### config.mk
export PLATFORM = sky130hd
export DESIGN_NAME = ram_arbiter
export DESIGN_NICKNAME = d
export VERILOG_FILES = /design/src/rtl/ram_arbiter.sv
export SDC_FILE = /design/constraint.sdc
export NUM_CORES = 1
export LEC_CHECK = 0
export CELL_PAD_IN_SITES_DETAIL_PLACEMENT = 2
export CELL_PAD_IN_SITES_GLOBAL_PLACEMENT = 2
export CORE_ASPECT_RATIO = 1.25
export CORE_MARGIN = 2
export CORE_UTILIZATION = 24
export DETAILED_ROUTE_END_ITERATION = 6
export PLACE_DENSITY_LB_ADDON = 0.1
export REMOVE_ABC_BUFFERS = 1
export SLEW_MARGIN = 15
export SYNTH_ARGS = -nofsm -noshare
export SYNTH_HDL_FRONTEND = slang
export SYNTH_SLANG_ARGS = --single-unit
export TNS_END_PERCENT = 10
### constraint.sdc
create_clock -name I_clk -period 1.7 [get_ports I_clk]
set_input_delay 0.17 -clock I_clk [delete_from_list [all_inputs] [get_ports I_clk]]
set_output_delay 0.17 -clock I_clk [all_outputs]
set_load 0.01 [all_outputs]
### src/rtl/ram_arbiter.sv
// Two-port arbiter/sequencer for the single-port byte RAM: port 0 = instruction fetch, port 1 = load/store.
// Optional macro RAM_ARB_RR_EN selects round-robin tie breaking; otherwise port 1 wins ties.
module ram_arbiter #(
    parameter int ADDR_W = 16,
    parameter int DATA_W = 16
) (
    input  logic              I_clk,
    input  logic              I_reset_n,
    input  logic              I_req0,
    input  logic              I_write0,
    input  logic [1:0]        I_size0,
    input  logic [ADDR_W-1:0] I_addr0,
    input  logic [DATA_W-1:0] I_wdata0,
    input  logic              I_req1,
    input  logic              I_write1,
    input  logic [1:0]        I_size1,
    input  logic [ADDR_W-1:0] I_addr1,
    input  logic [DATA_W-1:0] I_wdata1,
    output logic              O_rdy0,
    output logic              O_rdy1,
    output logic              O_rsp0,
    output logic              O_rsp1,
    output logic [DATA_W-1:0] O_rdata0,
    output logic [DATA_W-1:0] O_rdata1,
    output logic              O_busy,
    output logic              O_ram_enable,
    output logic              O_ram_write,
    output logic [1:0]        O_ram_size,
    output logic [ADDR_W-1:0] O_ram_addr,
    output logic [DATA_W-1:0] O_ram_wdata,
    input  logic [DATA_W-1:0] I_ram_rdata
);

    typedef enum logic [1:0] {
        S_IDLE  = 2'd0,
        S_ISSUE = 2'd1,
        S_WAIT  = 2'd2
    } state_t;

    state_t state;
    state_t state_next;

    logic              owner;
    logic              win0;
    logic              win1;
    logic              accept;
    logic              grant;
    logic              cmd_write;
    logic [1:0]        cmd_size;
    logic [ADDR_W-1:0] cmd_addr;
    logic [DATA_W-1:0] cmd_wdata;

`ifdef RAM_ARB_RR_EN
    logic rr_ptr;

    // Pointer holds the last granted port; a tie goes to the other one.
    always_comb begin
        win0 = 1'b0;
        win1 = 1'b0;
        if (I_req0 && I_req1) begin
            win1 = ~rr_ptr;
            win0 = rr_ptr;
        end else begin
            win0 = I_req0;
            win1 = I_req1;
        end
    end

    always_ff @(posedge I_clk or negedge I_reset_n) begin
        if (!I_reset_n) begin
            rr_ptr <= 1'b0;
        end else if (accept) begin
            rr_ptr <= grant;
        end
    end
`else
    always_comb begin
        win1 = I_req1;
        win0 = I_req0 & ~I_req1;
    end
`endif

    assign O_rdy0 = (state == S_IDLE) & win0;
    assign O_rdy1 = (state == S_IDLE) & win1;
    assign accept = (O_rdy0 & I_req0) | (O_rdy1 & I_req1);
    assign grant  = O_rdy1;
    assign O_busy = (state != S_IDLE);

    always_comb begin
        cmd_write = I_write0;
        cmd_size  = I_size0;
        cmd_addr  = I_addr0;
        cmd_wdata = I_wdata0;
        if (grant) begin
            cmd_write = I_write1;
            cmd_size  = I_size1;
            cmd_addr  = I_addr1;
            cmd_wdata = I_wdata1;
        end
    end

    always_comb begin
        state_next = state;
        case (state)
            S_IDLE:  if (accept) state_next = S_ISSUE;
            S_ISSUE: state_next = S_WAIT;
            S_WAIT:  state_next = S_IDLE;
            default: state_next = S_IDLE;
        endcase
    end

    always_ff @(posedge I_clk or negedge I_reset_n) begin
        if (!I_reset_n) begin
            state <= S_IDLE;
        end else begin
            state <= state_next;
        end
    end

    // Command registers: loaded on accept, enable drops after the single ISSUE cycle.
    always_ff @(posedge I_clk or negedge I_reset_n) begin
        if (!I_reset_n) begin
            O_ram_enable <= 1'b0;
            O_ram_write  <= 1'b0;
            O_ram_size   <= 2'd0;
            O_ram_addr   <= '0;
            O_ram_wdata  <= '0;
            owner        <= 1'b0;
        end else if (accept) begin
            O_ram_enable <= 1'b1;
            O_ram_write  <= cmd_write;
            O_ram_size   <= cmd_size;
            O_ram_addr   <= cmd_addr;
            O_ram_wdata  <= cmd_wdata;
            owner        <= grant;
        end else if (state == S_ISSUE) begin
            O_ram_enable <= 1'b0;
        end
    end

    // Response: one-cycle pulse to the owner; read data captured only for reads.
    always_ff @(posedge I_clk or negedge I_reset_n) begin
        if (!I_reset_n) begin
            O_rsp0   <= 1'b0;
            O_rsp1   <= 1'b0;
            O_rdata0 <= '0;
            O_rdata1 <= '0;
        end else begin
            O_rsp0 <= (state == S_WAIT) & ~owner;
            O_rsp1 <= (state == S_WAIT) & owner;
            if (state == S_WAIT && !O_ram_write) begin
                if (owner) begin
                    O_rdata1 <= I_ram_rdata;
                end else begin
                    O_rdata0 <= I_ram_rdata;
                end
            end
        end
    end

    a_rsp_onehot: assert property (@(posedge I_clk) disable iff (!I_reset_n) !(O_rsp0 && O_rsp1));
    a_rdy_idle:   assert property (@(posedge I_clk) disable iff (!I_reset_n) (O_rdy0 || O_rdy1) |-> (state == S_IDLE));
    a_rdy_onehot: assert property (@(posedge I_clk) disable iff (!I_reset_n) !(O_rdy0 && O_rdy1));

endmodule
Word-level counts from Yosys, hierarchy flattened
Index checks and enable logic that the tools add are counted.
{"block": "word_totals", "rom_bits": 0, "ramBits": 0, "latch_bits": 0, "out_inout_bits": 73, "regBits": 73, "n_memories": 0}
{"block": "op_classes", "n_eq_ne": 3, "bitwise": 10, "mul": 0, "n_addsub": 0, "n_reduce_logical": 7, "div_mod_pow": 0, "order_cmp": 0, "shifts": 0, "n_mux": 8}
{"cell": "two-way mux 16 bit", "n": 2}
{"cell": "AND 1 bit", "n": 7}
{"cell": "two-way mux 2 bit", "n": 2}
{"cell": "one-hot mux 2 bit (2 select lines)", "n": 1}
{"cell": "AND reduction 2 bit", "n": 2}
{"cell": "nonzero test 2 bit", "n": 2}
{"cell": "two-way mux 1 bit", "n": 3}
{"cell": "== test 2 x 1 -> 1 bit (second input constant)", "n": 1}
{"cell": "== test 2 bit (second input constant)", "n": 1}
{"cell": "logical NOT 2 bit", "n": 1}
{"cell": "!= test 2 bit (second input constant)", "n": 1}
{"cell": "NOT 1 bit", "n": 2}
{"cell": "logical AND 1 bit", "n": 1}
{"cell": "logical NOT 1 bit", "n": 1}
{"cell": "OR 1 bit", "n": 1}

Depth between registers and ports, before layout
Gate-level depths: netlist of run 1.
{"block": "logic_depth", "word_depth": 7, "ltp_mapped": 6, "mapped_depth_nobuf": 4}

Worst setup path before layout of run 1
OpenSTA, ideal clock, no wires.
{"block": "synth_timing", "kind": "flip-flop to flip-flop", "start": "register state[0]", "end": "register O_rdata1[10]", "period_less_slack_ns": 1.449, "n_path_buf": 1, "stages_incl_launch_ff": 5, "setup_slack_ns": 0.251, "arrival_time_ns": 1.324, "path_cell_list": "dfrtp_1 > nand2b_4 > nor3_4 > buf_12 > mux2_4"}
{"block": "synth_between", "elab_chain_len": 3}
{"element": "start, declared", "line_no": "40", "text": "state_t state;"}
{"element": "start signal, assigned", "line_no": "116", "text": "state <= state_next;"}
{"element": "== test 2 bit", "line_no": "151", "text": "if (state == S_WAIT && !O_ram_write) begin"}
{"element": "logical AND 1 bit", "line_no": "151"}
{"element": "AND reduction 2 bit (no line)"}
{"element": "end signal, assigned", "line_no": "153", "text": "O_rdata1 <= I_ram_rdata;"}
{"element": "end, declared", "line_no": "24", "text": "output logic [DATA_W-1:0] O_rdata1,"}
No other way between the ends.
A chain may end at the register's enable or synchronous reset.

Worst setup path in the final report of run 1
{"block": "layout_timing", "start": "register state[1]", "end": "output O_busy"}
{"block": "layout_between", "elab_chain_len": 1}
{"element": "nonzero test 2 bit", "line_no": "87", "text": "assign O_busy = (state != S_IDLE);"}
{"element": "end, declared", "line_no": "25", "text": "output logic O_busy,"}
No other way between the ends.

==> results.md, run 1 <==
* Status: finished clean
* Reg2reg setup slack at 0.15 ns
* Ys Warns at 0
* Synth Instances at 257
* Min Hold Slack at 0.265 ns
* Post-synth EDFFs at 0
* CP startpoint kind: flop
* CP Capture Type: output port
* Synth Flop Type: dfrtp_1
* Crit path largest cell delay at 0.42 ns
* PortBufs at 162
* Setup tns final at 0 ns
* First-pass DRT Iterations at 4
* Drt drc at 0
* Drt initial violations at 103
* Unrepaired setup endpoints after global routing: no
* Post-CTS setup buffer count at 0
* Area grow syn2layout at 66.1%
* I/O pin count at 163
* Fraction of layout cells with a size suffix above 1 at 17.2%
* Crit Reg-Reg Startpoint: state[0]
* Sink Count at 73
* Critical Path Slowest Stage Cell: dfrtp_1
* Height of the die at 133 µm
* Aggregate routed wire length at 11.4 mm
* Total power divided by cell area at 1870 nW/µm²
* Worst-path clk slew at 0.06 ns
* Maxcap violations at 0
* First-pass GRT wire length at 18.3 mm
* Count leader, synth: dfrtp_1
* Mapped cell area at 3210 µm²
* H-tree levels at 3
* Non-Filler Instances at 600
* Initial core utilization at 24.4%
* Core area at 13200 µm²
* Top cells by area, synth: dfrtp_1 (57%), o22ai_1 (11%), mux2_4 (9.3%)
* Final WS setup at 0.0889 ns
* Clock Skews at 0.00646 ns
* Rel. slew slack at 66.8%
* Total congestion overflow at 0
* Antenna-violating nets left at 0
* Final setup violating endpoints at 0
* Yosys top cell area share at 56.9%
* All-layer global routing usage at 16.6%
* Final HPWL from detailed placement at 7.97 mm
* GP Congestion at 0.695
* Power, Total at 9.95 mW
* Worst reg2reg path depth at 5
* Reg2Reg Capture Point: O_rdata0[3]
* Max Fanout on Critical Path at 4
* Sequential area share after synthesis at 56.9%
* Min Tclk post-route at 1.61 ns
* Die area at 14300 µm²
* Crit Path Class: reg2out
* Skew-Pair Late Insertion Delay at 0.33 ns
* Fmax at 0.621 GHz
* Max Transition Viols Final at 0
* Pre-CTS WS at -0.131 ns
* Final core occ at 40.5%
* CTS tree: built
* Syn avg cell area at 12.5 µm²
* DR WL/cell at 19.1 µm
* Worst path cell trace: buf_4 > nor2_2 > inv_2 > dlygate4sd2_1
* Standard-cell rows at 47
* Total CTS buffers at 9
* Worst Tran Pin Value at 0.498 ns
* Chip Width at 107 µm
* Yosys reg bits at 73
* Largest net degree at the start of global routing at 52
* Hold crit path type: in2async
* Final instance area at 5330 µm²
* Worst EP arrival at 1.44 ns
* Ys async rst share at 100%
* Nets at 514
* Leak at 2.14 nW
* Final hold violation count at 0
* Placed cell area at 5040 µm²
* Fin crit share at 94.8%
* Max rail drop VDD at 0.000568 V
* Vias per cell at 4.80
* Antenna violations before repair at 0
* Root buffer cell: clkbuf_16
* CTS Buffer Depth at 2
* Ant. Diodes at 0
* Netlist cell types at 24
* Placed Instances at 583
* Via count at 2881
* Cell taking the most area after synthesis: dfrtp_1
* Number of global-route vias before repair at 3377
* Req. time, crit path at 1.53 ns
* Post-synth top cells: dfrtp_1 (73), o22ai_1 (58), a21oi_1 (29)
-- cell type report --
class	instances	area (µm²)
clock buffers	10	229
clock inverters	6	67.6
fillers	1409	7840
inverters	4	15.0
multi-input cells	159	1210
flip-flops and latches	73	1830
well taps	171	214
repair buffers	177	1770
-- sequential cells by signal, summed over array words and instances, names as in the netlist --
signal	flops
O_ram_addr	16
O_ram_enable	1
O_ram_size	2
O_ram_wdata	16
O_ram_write	1
O_rdata0	16
O_rdata1	16
O_rsp0	1
O_rsp1	1
owner	1
state	2
-- worst max-delay path, delay by kind of cell (launching register included) --
family,cells,cell delay [ns]
AND/OR/NAND/NOR,1,0.17
buffers and inverters,3,0.52
flip-flops,1,0.42
-- worst max path at each step --
stage | depth (start not counted) | from | end
after floorplan | 4 | state[1] | O_ram_addr[15]
after global placement | 4 | I_req1 | O_rdy1
after detailed placement | 4 | I_req1 | O_rdy1
after CTS | 3 | state[0] | O_rdy0
after global routing | 4 | state[1] | O_busy
final | 4 | state[1] | O_busy
-- logic make-up after synthesis --
kind of cell	Yosys count	synth area share (%)
AOI/OAI and AO/OA	106	19.6
buffers and inverters	25	5.38
DFF	73	56.9
muxes	32	13.6
and+or+nand+nor	21	4.56
-- timing repair --
item                       CTS  global route
gates resized for setup      6             3
hold endpoints to repair    22             0
setup endpoints to repair    3             3
hold buffers                 1             0
-- cells in the final DEF (no fill, tap or decap), types with 2 or more instances in the layout --
master / instances
dfrtp_1: 72
buf_12: 4
buf_4: 11
o22ai_1: 58
clkbuf_16: 9
nor2b_1: 6
o21ai_0: 6
inv_2: 2
a31oi_1: 6
clkinvlp_4: 2
clkdlybuf4s50_1: 157
nor3_4: 2
mux2_2: 12
mux2_4: 20
nor2_1: 6
buf_2: 2
a22oi_1: 6
a21oi_1: 29
nand2_1: 2
or3b_1: 2
inv_1: 2
-- routing by layer --
layer / wire [µm] / vias up / track usage [%]
li1: - / 1309 / -
met1: 4620 / 1450 / 18.5
met2: 5720 / 112 / 29.5
met3: 984 / 10 / 5.97
met4: 109 / 0 / 4.91
met5: 0 / - / 0
-- where the power goes --
part	internal, mW	total [mW]	leakage, nW	switching [mW]
Combinational	2.82	4.81	1.14	1.99
Sequential	2.62	3.25	0.857	0.629
Clock	1.14	1.90	0.139	0.756
Total	6.58	9.95	2.14	3.37
Power figures use the tool's default switching activity.
==> run 2: changes to the inputs <==
--- a/config.mk
+++ b/config.mk
@@ -6,13 +6,13 @@
 export NUM_CORES = 1
 export LEC_CHECK = 0
-export CELL_PAD_IN_SITES_DETAIL_PLACEMENT = 2
-export CELL_PAD_IN_SITES_GLOBAL_PLACEMENT = 2
+export CELL_PAD_IN_SITES_DETAIL_PLACEMENT = 1
+export CELL_PAD_IN_SITES_GLOBAL_PLACEMENT = 1
 export CORE_ASPECT_RATIO = 1.25
 export CORE_MARGIN = 2
-export CORE_UTILIZATION = 24
+export CORE_UTILIZATION = 30
 export DETAILED_ROUTE_END_ITERATION = 6
 export PLACE_DENSITY_LB_ADDON = 0.1
 export REMOVE_ABC_BUFFERS = 1
-export SLEW_MARGIN = 15
+export SLEW_MARGIN = 20
 export SYNTH_ARGS = -nofsm -noshare
 export SYNTH_HDL_FRONTEND = slang
==> constraint.sdc (replaced) <==
create_clock -name I_clk -period 1.7 [get_ports I_clk]
set_input_delay 0.255 -clock I_clk [delete_from_list [all_inputs] [get_ports I_clk]]
set_output_delay 0.255 -clock I_clk [all_outputs]
set_load 0.01 [all_outputs]
==> run 2 against run 1 <==
  * First-iteration DRC count shrank 39%
  * Via count is 0.66% higher
  * Largest power group unchanged
  * Clock power is 9% higher
  * Wire length down 9.3%
  * Die area fell by 19%
  * Worst setup slack lost 0.067 ns
==> results.md, run 2 (synthesis gave the netlist of run 1 again) <==
* Status: finished clean
* All-layer global routing usage at 18.2% (+1.6 points)
* CTS tree: built
* Height of the die at 120 µm (-10%)
* Die area at 11600 µm² (-19%)
* Nets at 514 (unchanged)
* Hold crit path type: in2async
* Post-CTS setup buffer count at 0 (unchanged)
* Fraction of layout cells with a size suffix above 1 at 17.9% (+0.70 points)
* DR top layer: met4
* DR WL/cell at 18.5 µm (-3.0%)
* Largest net degree at the start of global routing at 43 (-17%)
* Vias per cell at 5.17 (+7.7%)
* Fmax at 0.596 GHz (-4.0%)
* Leak at 2.16 nW (+1.0%)
* Rel. slew slack at 68.3% (+1.6 points)
* Reg2Reg Capture Point: O_rdata0[15]
* Final HPWL from detailed placement at 7.15 mm (-10%)
* Most frequent cells in the layout: clkdlybuf4s50_1 (157), dfrtp_1 (72), o22ai_1 (58)
* Total CTS buffers at 9 (unchanged)
* Final WS setup at 0.0220 ns (-0.0670 ns)
* Core area at 10500 µm² (-20%)
* Chip Width at 96.5 µm (-10%)
* Antenna violations before repair at 0 (unchanged)
* Drt drc at 0 (unchanged)
* Placed cell area at 4990 µm² (-0.87%)
* Antenna-violating nets left at 0 (unchanged)
* H-tree levels at 3 (unchanged)
* Total power divided by cell area at 1880 nW/µm² (+0.94%)
* First-pass GRT wire length at 16.0 mm (-12%)
* Max Fanout on Critical Path at 3 (-1)
* Standard-cell rows at 42 (-11%)
* CP startpoint kind: flop
* Final instance area at 5340 µm² (about the same)
* Min Hold Slack at 0.439 ns (+0.174 ns)
* Fin crit share at 98.7% (+3.9 points)
* Maxcap violations at 0 (unchanged)
* Worst reg2reg path depth at 5 (unchanged)
* Clock Skews at 0.00479 ns (-0.00167 ns)
* Crit Path Class: reg2out
* GP Congestion at 0.749 (+7.8%)
* Root buffer cell: clkbuf_16
* Skew-Pair Late Insertion Delay at 0.33 ns (about the same)
* I/O pin count at 163 (unchanged)
* Final hold violation count at 0 (unchanged)
* Drt initial violations at 63 (-39%)
* Via count at 2900 (+0.66%)
* Metal-1 WL at 4.25 mm (-8.1%)
* PortBufs at 162 (unchanged)
* Final setup violating endpoints at 0 (unchanged)
* Placed Instances at 544 (-6.7%)
* Req. time, crit path at 1.44 ns (-0.09 ns)
* Unrepaired setup endpoints after global routing: yes
* CP Capture Type: output port
* Max Transition Viols Final at 0 (unchanged)
* Leading cell type in the layout, fill and taps excluded: clkdlybuf4s50_1
* Number of global-route vias before repair at 3188 (-5.6%)
* Max rail drop VDD at 0.000603 V (+6.2%)
* WL met3 at 867 µm (-12%)
* Worst Tran Pin Value at 0.475 ns (-0.0234 ns)
* Worst EP arrival at 1.42 ns (-0.02 ns)
* Non-Filler Instances at 561 (-6.5%)
* Total congestion overflow at 0 (unchanged)
* Area grow syn2layout at 66.1% (about the same)
* Min Tclk post-route at 1.68 ns (+0.0670 ns)
* Ant. Diodes at 0 (unchanged)
* Sink Count at 73 (unchanged)
* Aggregate routed wire length at 10.4 mm (-9.3%)
* CTS Buffer Depth at 2 (unchanged)
* Worst-path clk slew at 0.06 ns (about the same)
* Reg2reg setup slack at 0.15 ns (about the same)
* Met2 wire len at 5.09 mm (-11%)
* Crit Reg-Reg Startpoint: state[0]
* Critical Path Source: state[0]
* First-pass DRT Iterations at 4 (unchanged)
* Initial core utilization at 30.6% (+6.2 points)
* Pre-CTS WS at -0.450 ns (-0.319 ns)
* Final core occ at 50.8% (+10 points)
* End point of the critical path: O_rdy1
==> run 2: how the worst min path moves through the flow <==
| stage | startpoint | end | slack (ns) | depth (start not counted) |
|---|---|---|---|---|
| after floorplan | I_reset_n | O_ram_addr[0] | -0.04 | 0 |
| after global routing | I_reset_n | O_ram_addr[15] | 0.48 | 2 |
| after global placement | I_reset_n | O_rsp1 | 0.24 | 1 |
| after CTS | I_reset_n | state[1] | 0.46 | 2 |
| final | I_reset_n | O_ram_addr[15] | 0.44 | 2 |
| after detailed placement | I_reset_n | state[0] | 0.25 | 1 |
==> run 2: area by class of cell <==
class                      count  area [µm²]
fill                        1122        5170
sequential                    73        1830
timing repair buffer         177        1780
multi-input combinational    159        1220
clock buffer                  11         253
tap                          132         165
clock inverter                 5        77.6
inverter                       4        15.0
==> run 2: metal layers <==
layer	global-route usage, %	vias to the layer above
li1	-	1310
met1	21.6	1455
met5	0	-
met4	7.22	0
met2	30.7	125
met3	4.96	10
==> run 2: power by group <==
group	internal (mW)	switching, mW	total (mW)
Combinational	2.79	1.95	4.74
Sequential	2.62	0.619	3.24
Clock	1.36	0.710	2.07
==> run 2: metrics by stage <==
| stage | TNS, ns | power [mW] |
|---|---|---|
| global placement | -6.18 | 7.91 |
| floorplan | -0.646 | 5.34 |
| CTS | -0.0628 | 10.2 |
| global route | -0.0298 | 10.7 |
| detailed placement | -6.65 | 8.06 |
| finish | 0 | 10.0 |
==> run 2: worst max-delay path, stage by stage (launching register included) <==
cell and delay [ns]:
dfrtp_1 0.40, or3b_1 0.41, inv_2 0.07, clkdlybuf4s15_2 0.21
==> run 2: timing repair <==
action | 4_1_cts | 5_1_grt
endpoints found under the hold margin | 30 | 0
resized for setup | 10 | 4
setup endpoints to repair | 4 | 3
hold buffers | 1 | 0
==> run 3: changes to the inputs <==
- SKIP_CTS_REPAIR_TIMING: unset -> 1
==> run 3 against run 2 <==
  * Worst setup slack better by 0.031 ns
  * Flip-flop and latch count unchanged
  * Sequential power barely moved
  * Critical path depth unchanged
  * Wire length is 0.17% higher
  * Non-clock buffer count is the same
  * Total power about the same
  * First-iteration DRC count unchanged
  * Clock power about the same
  * Clock-buffer cell count did not move
  * Largest cell class unchanged
  * Largest power group unchanged
==> results.md, run 3 (synthesis gave the netlist of run 1 again) <==
* PortBufs at 162 (unchanged)
* Largest net degree at the start of global routing at 43 (unchanged)
* CP Capture Type: output port
* Final HPWL from detailed placement at 7.15 mm (unchanged)
* Worst reg2reg path depth at 5 (unchanged)
* First-pass GRT wire length at 16.0 mm (about the same)
* Placed Instances at 544 (unchanged)
* CTS tree: built
* Final hold violation count at 0 (unchanged)
* Total CTS buffers at 9 (unchanged)
* Vias per cell at 5.17 (about the same)
* Nets at 514 (unchanged)
* Chip Width at 96.5 µm (unchanged)
* Number of global-route vias before repair at 3189 (+0.031%)
* Antenna-violating nets left at 0 (unchanged)
* Ant. Diodes at 0 (unchanged)
* Area grow syn2layout at 66.2% (about the same)
* Fill cells at 1119 (-0.27%)
* Initial core utilization at 30.6% (unchanged)
* Unrepaired setup endpoints after global routing: yes
* Total congestion overflow at 0 (unchanged)
* Fraction of layout cells with a size suffix above 1 at 17.0% (-0.93 points)
* Via count at 2898 (-0.069%)
* Req. time, crit path at 1.44 ns (about the same)
* Max Fanout on Critical Path at 3 (unchanged)
* Crit Reg-Reg Startpoint: state[0]
* Min Tclk post-route at 1.65 ns (-0.0314 ns)
* CTS Buffer Depth at 2 (unchanged)
* I/O pin count at 163 (unchanged)
* Max rail drop VDD at 0.000615 V (+2.0%)
* Crit Path Class: reg2out
* Hold crit path type: in2async
* Total power divided by cell area at 1880 nW/µm² (-0.14%)
* Max Transition Viols Final at 0 (unchanged)
* Status: finished clean
* Critical Path Source: state[0]
* Aggregate routed wire length at 10.4 mm (+0.17%)
* Worst-path clk slew at 0.06 ns (about the same)
* GP Congestion at 0.749 (unchanged)
* Final setup violating endpoints at 0 (unchanged)
* Clock Skews at 0.00490 ns (+0.000110 ns)
* Standard-cell rows at 42 (unchanged)
* Rel. slew slack at 68.5% (+0.13 points)
* Worst EP arrival at 1.39 ns (-0.03 ns)
* Antenna violations before repair at 0 (unchanged)
* Final core occ at 50.8% (about the same)
* H-tree levels at 3 (unchanged)
* Sink Count at 73 (unchanged)
* Most frequent cells in the layout: clkdlybuf4s50_1 (157), dfrtp_1 (72), o22ai_1 (58)
* Non-Filler Instances at 561 (unchanged)
* Maxcap violations at 0 (unchanged)
* All-layer global routing usage at 18.2% (-0.039 points)
* Min Hold Slack at 0.439 ns (-0.000461 ns)
* Setup tns final at 0 ns (unchanged)
* CP startpoint kind: flop
* Core area at 10500 µm² (unchanged)
* Leading cell type in the layout, fill and taps excluded: clkdlybuf4s50_1
* Drt initial violations at 63 (unchanged)
* Skew-Pair Late Insertion Delay at 0.33 ns (about the same)
* Worst Tran Pin Value at 0.473 ns (-0.00194 ns)
* Drt drc at 0 (unchanged)
* DR WL/cell at 18.5 µm (+0.17%)
* Root buffer cell: clkbuf_16
* Height of the die at 120 µm (unchanged)
* Leak at 2.19 nW (+1.4%)
* First-pass DRT Iterations at 4 (unchanged)
* Fin crit share at 96.9% (-1.8 points)
* Die area at 11600 µm² (unchanged)
* Fmax at 0.607 GHz (+1.9%)
[run 3: changes by cell type in the layout (fill, tap and decap cells not counted)]
| cell | before | now |
|---|---|---|
| dlygate4sd2_1 | 1 | 0 |
| nor2_2 | 2 | 1 |
| nor2_1 | 5 | 6 |
| or3b_1 | 1 | 2 |
| inv_2 | 3 | 2 |
| clkbuf_2 | 0 | 1 |
| buf_2 | 1 | 0 |
| clkdlybuf4s15_1 | 1 | 0 |
| or3b_4 | 1 | 0 |
| inv_1 | 1 | 2 |
| clkdlybuf4s15_2 | 1 | 0 |
| dlymetal6s2s_1 | 0 | 3 |
[run 3: metal layers]
| layer | GRT usage [%] | share of wire (%) | vias up |
|---|---|---|---|
| met3 | 4.96 | 8.5 | 10 |
| met5 | 0 | 0 | - |
| li1 | - | - | 1312 |
| met4 | 7.22 | 1.5 | 0 |
| met2 | 30.8 | 49 | 126 |
| met1 | 21.4 | 41 | 1450 |
[run 3: worst max-delay path, cell delays in order (launching register included)]
cell	delay (ns)
dfrtp_1	0.40
or3b_1	0.40
nor2_1	0.12
clkbuf_2	0.15
[run 3: worst paths after layout]
path / to / slack [ns]
worst max-delay path: O_rdy0 / 0.05
worst min-delay path: O_ram_addr[15] / 0.44
worst max register to register: O_rdata0[15] / 0.16
worst min register to register: O_rdata1[0] / 0.50
max in group asynchronous: O_ram_write / 0.74
min in group I_clk: O_rdata1[0] / 0.50
[run 3: report_power, final]
part	total (mW)	switching, mW	leakage, nW	internal, mW
Sequential	3.24	0.619	0.857	2.62
Combinational	4.73	1.95	1.17	2.78
Clock	2.07	0.710	0.162	1.36
[run 3: layout make-up]
class | instances | area [µm²] | share of cell area [%]
timing repair buffer | 177 | 1790 | 33.5
sequential | 73 | 1830 | 34.2
clock inverter | 5 | 77.6 | 1.45
multi-input combinational | 159 | 1210 | 22.7
clock buffer | 11 | 253 | 4.74
inverter | 4 | 15.0 | 0.281
tap | 132 | 165 | 3.09
[run 3: per-stage QoR]
step                area (µm²)  power, mW  worst slack [ns]
floorplan                 3050       5.34            -0.108
global placement          4990       7.91            -0.459
detailed placement        4990       8.06            -0.450
CTS                       5320       10.2            -0.450
global route              5340       10.7           -0.0110
finish                    5340       10.0            0.0533
